## config.mk

```make
export PLATFORM = sky130hd
export DESIGN_NAME = exp_kernel_scheduler
export DESIGN_NICKNAME = d
export VERILOG_FILES = /design/src/rtl/exp_conv_pkg.sv /design/src/rtl/mod_n_counter.sv /design/src/rtl/exp_kernel_scheduler.sv
export SDC_FILE = /design/constraint.sdc
export NUM_CORES = 1
export LEC_CHECK = 0
export BUFFER_PORTS_ARGS = -buffer_cell sky130_fd_sc_hd__buf_4
export CELL_PAD_IN_SITES_DETAIL_PLACEMENT = 1
export CELL_PAD_IN_SITES_GLOBAL_PLACEMENT = 1
export CORE_ASPECT_RATIO = 0.5
export CORE_MARGIN = 2
export CORE_UTILIZATION = 50
export CTS_CLUSTER_SIZE = 14
export DETAILED_ROUTE_END_ITERATION = 10
export PLACE_DENSITY = 0.84
export SYNTH_ARGS = -nofsm -noshare
export SYNTH_HDL_FRONTEND = slang
export SYNTH_HIERARCHICAL = 1
export SYNTH_SLANG_ARGS = --single-unit
```

## constraint.sdc

```tcl
create_clock -name clk_i -period 8.7 [get_ports clk_i]
set_input_delay 0 -clock clk_i [delete_from_list [all_inputs] [get_ports clk_i]]
set_output_delay 0 -clock clk_i [all_outputs]
set_load 0.05 [all_outputs]
```

## src/rtl/exp_conv_pkg.sv

```systemverilog
// rtl/exp_conv_pkg.sv - shared types and defaults for the expand convolution kernel path
package exp_conv_pkg;

  localparam int ADDR_W_DEF       = 7;
  localparam int CNT_W_DEF        = 16;
  localparam int DRAIN_CYCLES_DEF = 4;

  typedef enum logic [2:0] {
    ST_IDLE,
    ST_WAIT_LOAD,
    ST_RUN,
    ST_DRAIN,
    ST_DONE
  } sched_state_e;

endpackage

```

## src/rtl/mod_n_counter.sv

```systemverilog
// rtl/mod_n_counter.sv - wrapping counter with clear, enable and programmable terminal value
module mod_n_counter #(
  parameter int WIDTH = 8
) (
  input  logic             clk_i,
  input  logic             rst_n_i,
  input  logic             clr_i,
  input  logic             en_i,
  input  logic [WIDTH-1:0] term_val_i,
  output logic [WIDTH-1:0] count_o,
  output logic             term_o
);

  logic [WIDTH-1:0] count_q;
  logic [WIDTH-1:0] count_d;

  assign term_o  = (count_q == term_val_i);
  assign count_o = count_q;

  // Clear wins over enable so a restart never sees a stale increment.
  always_comb begin
    count_d = count_q;
    if (clr_i) begin
      count_d = '0;
    end else if (en_i) begin
      count_d = term_o ? '0 : count_q + WIDTH'(1);
    end
  end

  always_ff @(posedge clk_i or negedge rst_n_i) begin
    if (!rst_n_i) begin
      count_q <= '0;
    end else begin
      count_q <= count_d;
    end
  end

endmodule

```

## src/rtl/exp_kernel_scheduler.sv

```systemverilog
// rtl/exp_kernel_scheduler.sv - kernel RAM read sequencing for one expand layer
module exp_kernel_scheduler
  import exp_conv_pkg::*;
#(
  parameter int ADDR_W       = ADDR_W_DEF,
  parameter int CNT_W        = CNT_W_DEF,
  parameter int DRAIN_CYCLES = DRAIN_CYCLES_DEF
) (
  input  logic              clk_i,
  input  logic              rst_n_i,
  input  logic              start_i,
  input  logic [ADDR_W-1:0] one_exp_ker_addr_limit_i,
  input  logic [CNT_W-1:0]  layer_word_count_i,
  input  logic              ker_load_done_i,
  input  logic              kerl_req_i,
  output logic              kerl_ready_o,
  output logic [ADDR_W-1:0] ker_rd_addr_o,
  output logic              ker_rd_en_o,
  output logic              word_last_o,
  output logic              busy_o,
  output logic              done_o,
  output logic              err_o
);

  localparam int DRAIN_W = $clog2(DRAIN_CYCLES + 1);

  sched_state_e      state_q, state_d;
  logic [ADDR_W-1:0] n_q, n_d;
  logic [CNT_W-1:0]  wc_q, wc_d;
  logic [DRAIN_W-1:0] drain_q, drain_d;
  logic              err_q, err_d;
  logic              cnt_clr;
  logic              cfg_ok;
  logic              a_term;
  logic              w_term;
  logic [CNT_W-1:0]  w_count_unused;

  assign cfg_ok       = (one_exp_ker_addr_limit_i != '0) && (layer_word_count_i != '0);
  assign kerl_ready_o = (state_q == ST_RUN) && ker_load_done_i;
  assign ker_rd_en_o  = kerl_req_i && kerl_ready_o;
  assign word_last_o  = ker_rd_en_o && a_term;
  assign busy_o       = (state_q != ST_IDLE);
  assign done_o       = (state_q == ST_DONE);
  assign err_o        = err_q;

  mod_n_counter #(.WIDTH(ADDR_W)) u_addr_cnt (
    .clk_i      (clk_i),
    .rst_n_i    (rst_n_i),
    .clr_i      (cnt_clr),
    .en_i       (ker_rd_en_o),
    .term_val_i (n_q - ADDR_W'(1)),
    .count_o    (ker_rd_addr_o),
    .term_o     (a_term)
  );

  mod_n_counter #(.WIDTH(CNT_W)) u_word_cnt (
    .clk_i      (clk_i),
    .rst_n_i    (rst_n_i),
    .clr_i      (cnt_clr),
    .en_i       (word_last_o),
    .term_val_i (wc_q - CNT_W'(1)),
    .count_o    (w_count_unused),
    .term_o     (w_term)
  );

  // A start in any state restarts the layer; an illegal one always lands in IDLE.
  always_comb begin
    state_d = state_q;
    n_d     = n_q;
    wc_d    = wc_q;
    drain_d = drain_q;
    err_d   = 1'b0;
    cnt_clr = 1'b0;
    if (start_i) begin
      if (cfg_ok) begin
        n_d     = one_exp_ker_addr_limit_i;
        wc_d    = layer_word_count_i;
        drain_d = '0;
        cnt_clr = 1'b1;
        state_d = ST_WAIT_LOAD;
      end else begin
        err_d   = 1'b1;
        state_d = ST_IDLE;
      end
    end else begin
      case (state_q)
        ST_WAIT_LOAD: if (ker_load_done_i) state_d = ST_RUN;
        ST_RUN:       if (word_last_o && w_term) state_d = ST_DRAIN;
        ST_DRAIN: begin
          if (drain_q == DRAIN_W'(DRAIN_CYCLES - 1)) begin
            state_d = ST_DONE;
          end else begin
            drain_d = drain_q + DRAIN_W'(1);
          end
        end
        ST_DONE:      state_d = ST_IDLE;
        default:      state_d = ST_IDLE;
      endcase
    end
  end

  always_ff @(posedge clk_i or negedge rst_n_i) begin
    if (!rst_n_i) begin
      state_q <= ST_IDLE;
      n_q     <= '0;
      wc_q    <= '0;
      drain_q <= '0;
      err_q   <= 1'b0;
    end else begin
      state_q <= state_d;
      n_q     <= n_d;
      wc_q    <= wc_d;
      drain_q <= drain_d;
      err_q   <= err_d;
    end
  end

endmodule
```

==> results.cfg, run 1 <==
[detailed_routing]
vias = 2846
wire_per_inst_um = 21.9
final_antenna_net_count = 0
via_per_inst = 5.97
wl_mm = 10.5
drt_iter0_drc = 181
drc = 0
first_pass_iters = 4

[floorplanning]
start_util_pct = 51.3
dieWidth_um = 121
die_h_um = 62.3
die_area_mm2 = 0.00751
io_pins = 41
core-area_mm2 = 0.00662
placementRows = 21

[setup_path]
ff2ff_path_depth = 14
worstSetupPathType = register to register
cp_top_family = simple AND/OR/NAND/NOR gates
regToRegStartpoint = n_q[0]$_DFFE_PN0P_
critical_path_depth = 14
crit_buf_inv = 2
crit_chain = inv_1 > ha_1 > nand2_1 > nor3_1 > xor2_1 > xnor2_1 > nand4_1 > nor2_1 > and3_1 > buf_4 > o21ai_0 > nor3_1 > xnor2_1 > a211oi_1
cp.arrival_ps = 3730
cpPeakStageDelay_ps = 400
worst_setup_path_start_kind = register
cp_max_fo = 38
cpMaxStageDelayCell = dfrtp_1
required_ps = 8900
endpoint_kind = register
crit_path_start = n_q[0]$_DFFE_PN0P_

[layout]
seqCellArea_mm2 = 0.00133
fin_util_pct = 62.6
stdcell_area_mm2 = 0.00414
fill_cells = 743
multiInputGateArea_mm2 = 0.00192
synthToLayoutAreaGrowth_pct = 21.9
diodes = 0
drive_above_1_share_pct = 24.7
nets = 418

[clocking]
cts_num_sinks = 53
cts.clk_slew.worst_paths_ps = 80
cts.repair.resized = 0
h-tree-depth = 2
root_buffer = clkbuf_16
cts_buffers = 5
cts_tree = done
cts_setup_buffers = 0
clockBufferDepth = 2
clkLatencyLatePin_ps = 300

[sta]
rsz0062_at_grt = false
final-max-slew-violation-count = 0
fin_crit_ps = 3530
tns_ps = 0
max_slew_margin_pct = 49.9
tightest_slew_ps = 752
whs_ps = 57.6
setup_viol = 0
clock-skew-final_ps = 6.59
hold_viol = 0
period_share_pct = 40.6
max_freq_mhz = 283

[synthesis]
synth_nets = 360
synth.most_common_cell = dfrtp_1
postSynthAreaPerCell_um2 = 10.4
yosys-top-cells-area = dfrtp_1 39%, xnor2_1 9.3%, mux2_4 6.6%, xor2_1 3.4%, nand2_1 3.1%
synthTopCellsByCount = 53 x dfrtp_1, 36 x xnor2_1, 28 x nand2_1
ys_ff_latch = 53
netlist.top_cell.by_area = dfrtp_1
synthFlopType = dfrtp_1
yosys.cell_types.count = 51
synth_edf_count = 0
postSynthCellCount = 326
async_flop_share_pct = 100
syn_area_mm2 = 0.00340
yosysWarnings = 6
netlist.area_leader.share_pct = 39.0
ys_seq_area_share_pct = 39.0

[min_path]
holdPathStages = 4
hold_path.class = input port to register
hold_start = one_exp_ker_addr_limit_i[1]

[global_routing]
grt_max_degree = 56
grt_pass1_vias = 3210
grt_usage_pct = 29.7
overflow = 0
antenna_found_initial = 0
grt_pass1_wl_mm = 17.1

[pwr]
peakVddDrop_v = 0.0000896
power_density_mw_per_mm2 = 151
p_leak_nw = 1.64

[outcome]
status = finished, final reports clean

[placement]
gp_congestion = 0.813
numPortBuffers = 40
dpl-instance-area_mm2 = 0.00373
dp_hpwl_mm = 5.83

[flow_run]
maxCapViolCount = 0
## final timing paths
check	to	slack (ps)
worst max-delay path	u_word_cnt/count_o[10]$_DFFE_PN0P_	5170
worst min-delay path	err_o$_DFF_PN0_	60
worst max register to register	u_word_cnt/count_o[10]$_DFFE_PN0P_	5170
worst min register to register	drain_q[2]$_DFFE_PN0P_	560
max in group asynchronous	wc_q[11]$_DFFE_PN0P_	7960
min in group asynchronous	n_q[4]$_DFFE_PN0P_	270
## through the flow
stage,cells,setup slack (ps),power (mW)
2_1_floorplan,326,4690,0.338
3_3_place_gp,445,5620,0.363
3_5_place_dp,445,5260,0.369
4_1_cts,477,5110,0.615
5_1_grt,477,4770,0.647
6_report,477,5170,0.624
## layout make-up
type	instances	share of cell area, %
inverter	13	1.24
clock inverter	2	0.906
sequential	53	32.0
multi-input combinational	245	46.3
timing repair buffer	66	13.4
clock buffer	6	3.35
tap	92	2.78
## per-layer routing
| metal | share of wire [%] | GRT usage [%] | vias to the layer above |
|---|---|---|---|
| met5 | 0 | 0 | - |
| met4 | 4.2 | 15.1 | 0 |
| met3 | 3.6 | 6.71 | 39 |
| met2 | 50 | 50.6 | 66 |
| met1 | 42 | 35.4 | 1446 |
| li1 | - | - | 1295 |
## layout by cell type (no fill, tap or decap), types with 11 or more instances in the layout
master         instances
dfrtp_1               53
nand2_1               28
inv_1                 12
buf_4                 42
xor2_1                13
nor3_1                11
xnor2_1               36
dlygate4sd3_1         24
nor2_1                20
mux2_4                15
## worst min-delay path, delay by kind of cell
| kind | cells | cell delay (ps) |
|---|---|---|
| AOI/OAI and AO/OA | 1 | 100 |
| buffers and inverters | 1 | 90 |
| and+or+nand+nor | 2 | 130 |
## report_power, final
group,switching [mW],leakage [nW],internal (mW),total (mW)
Sequential,0.0175,0.685,0.258,0.276
Combinational,0.0522,0.874,0.0531,0.105
Clock,0.0986,0.0831,0.144,0.243
Total,0.168,1.64,0.456,0.624
## logic make-up (layout without fill, tap and decap cells)
family,Yosys count,after routing,synth area share [%]
and+or+nand+nor,119,119,20.4
AOI/OAI and AO/OA,40,40,9.43
muxes,30,30,11.3
DFF,53,53,39.0
buffers and inverters,28,87,4.49
xor gates and xnor gates,50,50,13.1
adders and majority gates,6,6,2.21
## sequential cells by signal, indices dropped and copies added, names as in the netlist
| name | cells |
|---|---|
| err_o | 1 |
| state_q | 3 |
| u_addr_cnt/count_o | 7 |
| u_word_cnt/count_o | 16 |
| wc_q | 16 |
| n_q | 7 |
| drain_q | 3 |
## what timing repair did
item	in CTS	in global routing
endpoints found under the setup margin	0	0
hold endpoints to repair	77	0
hold buffers	24	0
(Power assumes the default switching activity.)
==> run 2, diff against run 1 <==
--- a/config.mk
+++ b/config.mk
@@ -5,15 +5,16 @@
 export SDC_FILE = /design/constraint.sdc
 export NUM_CORES = 1
 export LEC_CHECK = 0
+export ABC_AREA = 1
 export BUFFER_PORTS_ARGS = -buffer_cell sky130_fd_sc_hd__buf_4
 export CELL_PAD_IN_SITES_DETAIL_PLACEMENT = 1
 export CELL_PAD_IN_SITES_GLOBAL_PLACEMENT = 1
 export CORE_ASPECT_RATIO = 0.5
 export CORE_MARGIN = 2
-export CORE_UTILIZATION = 50
+export CORE_UTILIZATION = 42
 export CTS_CLUSTER_SIZE = 14
 export DETAILED_ROUTE_END_ITERATION = 10
-export PLACE_DENSITY = 0.84
+export PLACE_DENSITY = 0.78
 export SYNTH_ARGS = -nofsm -noshare
 export SYNTH_HDL_FRONTEND = slang
 export SYNTH_HIERARCHICAL = 1
==> constraint.sdc (replaced) <==
create_clock -name clk_i -period 3.66 [get_ports clk_i]
set_input_delay 0 -clock clk_i [delete_from_list [all_inputs] [get_ports clk_i]]
set_output_delay 0 -clock clk_i [all_outputs]
set_load 0.05 [all_outputs]
==> run 2 against run 1 <==
Compared with the run above: utilization decreased by 8.3 points; clock skew decreased by 1.6 ps; combinational power increased to 4.4 times the previous value; sequential power increased to 2.5 times the previous value; die area increased by 27%; critical path type unchanged; critical endpoint unchanged; largest power group unchanged; highest routed layer unchanged.
==> results.cfg, run 2 <==
[outcome]
status = finished, final reports clean

[floorplanning]
placementRows = 23
io_pins = 41
core-area_mm2 = 0.00823
dieWidth_um = 136
start_util_pct = 44.5
die_h_um = 70.0
die_area_mm2 = 0.00952

[setup_path]
required_ps = 3890
crit_buf_inv = 4
crit_chain = inv_1 > ha_1 > nand2_1 > nor3_1 > xor2_1 > inv_1 > nand2_1 > nand2_1 > nor2_2 > nand3b_1 > inv_1 > and3_1 > nor2_4 > inv_1 > nand2_1 > o21ai_1 > nand2_1 > a21oi_2
cpMaxStageDelayCell = inv_1
endpoint_kind = register
cp_max_fo = 12
cp_top_family = simple AND/OR/NAND/NOR gates
worstSetupPathType = register to register
rrSetupSlack_ps = 610
cpPeakStageDelay_ps = 390
cp.arrival_ps = 3280
worst_setup_path_start_kind = register
path_common_cell = nand2_1

[synthesis]
yosys-top-cells-area = dfrtp_1 36%, nand2_1 21%, inv_1 7.0%, xor2_1 5.7%, nor2_1 5.3%
syn_area_mm2 = 0.00366
netlist.top_cell.by_area = dfrtp_1
ys_seq_area_share_pct = 36.3
yosysWarnings = 6
synthTopCellsByCount = 206 x nand2_1, 68 x inv_1, 53 x dfrtp_1
yosys.cell_types.count = 33
netlist.area_leader.share_pct = 36.3
async_flop_share_pct = 100
synth.most_common_cell = nand2_1
synthFlopType = dfrtp_1
ys_ff_latch = 53
postSynthCellCount = 528
synth_nets = 562
postSynthAreaPerCell_um2 = 6.93
synth_edf_count = 0

[clocking]
cts.repair.resized = 0
clockBufferDepth = 2
cts_tree = done
cts.clk_slew.worst_paths_ps = 70
cts_buffers = 5
root_buffer = clkbuf_16
h-tree-depth = 2
cts_setup_buffers = 0
clkLatencyLatePin_ps = 300
postCtsHoldBufs = 24
cts_num_sinks = 53

[sta]
whs_ps = 9.36
clock-skew-final_ps = 4.95
hold_viol = 0
max_freq_mhz = 328
setup_viol = 0
tns_ps = 0
fin_crit_ps = 3050
max_slew_margin_pct = 51.7
rsz0062_at_grt = false
final-max-slew-violation-count = 0
timing.final.ws_setup_ps = 611
tightest_slew_ps = 725
period_share_pct = 83.3

[placement]
numPortBuffers = 40
dp_hpwl_mm = 7.31
gp_congestion = 0.783
dpl.cell_count = 676
place_ws_ps = 629

[detailed_routing]
first_pass_iters = 4
wire_per_inst_um = 14.4
wl_mm = 10.2
via_per_inst = 4.90
drt_iter0_drc = 145
final_antenna_net_count = 0
vias = 3467
drc = 0

[global_routing]
grt_pass1_wl_mm = 17.6
antenna_found_initial = 0
overflow = 0
grt_pass1_vias = 3573
grt_max_degree = 54
grt_usage_pct = 23.3

[min_path]
hold_path.class = input port to register

[layout]
nets = 629
synthToLayoutAreaGrowth_pct = 22.1
final_common_cell = nand2_1
diodes = 0
fin_util_pct = 54.3
drive_above_1_share_pct = 16.3
final_cell_mix = 206 x nand2_1, 68 x inv_1, 53 x dfrtp_1
final_cells = 708

[flow_run]
maxCapViolCount = 0

[pwr]
p_leak_nw = 2.30
power_density_mw_per_mm2 = 387
peakVddDrop_v = 0.000209
## run 2: changes by cell type after synthesis, sizes merged, moves of 8 or more
cell / previous run / this run
a2111oi: 8 / 0
a211oi: 8 / 0
a21oi: 2 / 15
clkbuf: 8 / 0
inv: 13 / 76
mux2: 23 / 0
nand2: 28 / 212
nand3: 10 / 31
nor2: 22 / 65
nor4: 14 / 0
xnor2: 37 / 4
xor2: 13 / 24
## run 2: final timing paths
kind	cells after the start	start	endpoint
worst max-delay path	18	n_q[0]$_DFFE_PN0P_	u_word_cnt/count_o[10]$_DFFE_PN0P_
worst min-delay path	3	start_i	err_o$_DFF_PN0_
worst max register to register	18	n_q[0]$_DFFE_PN0P_	u_word_cnt/count_o[10]$_DFFE_PN0P_
worst min register to register	2	n_q[0]$_DFFE_PN0P_	n_q[0]$_DFFE_PN0P_
max in group asynchronous	2	rst_n_i	drain_q[2]$_DFFE_PN0P_
min in group asynchronous	2	rst_n_i	u_addr_cnt/count_o[3]$_DFFE_PN0P_
## run 2: cells by family after synthesis
| kind of cell | Yosys count | synth area share, % |
|---|---|---|
| compound gates | 31 | 5.88 |
| xor+xnor | 28 | 6.70 |
| fa+ha+maj | 6 | 2.05 |
| buf+inv | 83 | 9.68 |
| flops | 53 | 36.3 |
| simple gates | 327 | 39.4 |
## run 2: metal layers
| layer | routed length, um | track usage (%) |
|---|---|---|
| met1 | 4930 | 31.4 |
| met3 | 361 | 4.28 |
| met2 | 4810 | 39.4 |
| met5 | 0 | 0 |
| met4 | 93 | 4.28 |
## run 2: tightest hold or removal path: stages
cell     delay, ps
buf_4          140
inv_1           80
a21oi_1         50
## run 2: where the power goes
| part | total, mW | switching [mW] | internal (mW) |
|---|---|---|---|
| Clock | 0.573 | 0.231 | 0.342 |
| Sequential | 0.694 | 0.0590 | 0.635 |
| Combinational | 0.460 | 0.295 | 0.165 |
| Total | 1.73 | 0.585 | 1.14 |
## run 2: area by class of cell
class / count / area [um^2]
Inverter: 77 / 289
Clock inverter: 2 / 37.5
Tap cell: 112 / 140
Fill cell: 1122 / 3760
Sequential cell: 53 / 1330
Timing Repair Buffer: 66 / 556
Clock buffer: 6 / 139
Multi-Input combinational cell: 392 / 1980
## run 2: metrics by stage
step / total power, mW / instance area (um^2)
5_1_grt: 1.84 / 4470
4_1_cts: 1.74 / 4470
3_5_place_dp: 1.14 / 4050
3_3_place_gp: 1.13 / 4050
6_report: 1.73 / 4470
2_1_floorplan: 1.00 / 3660
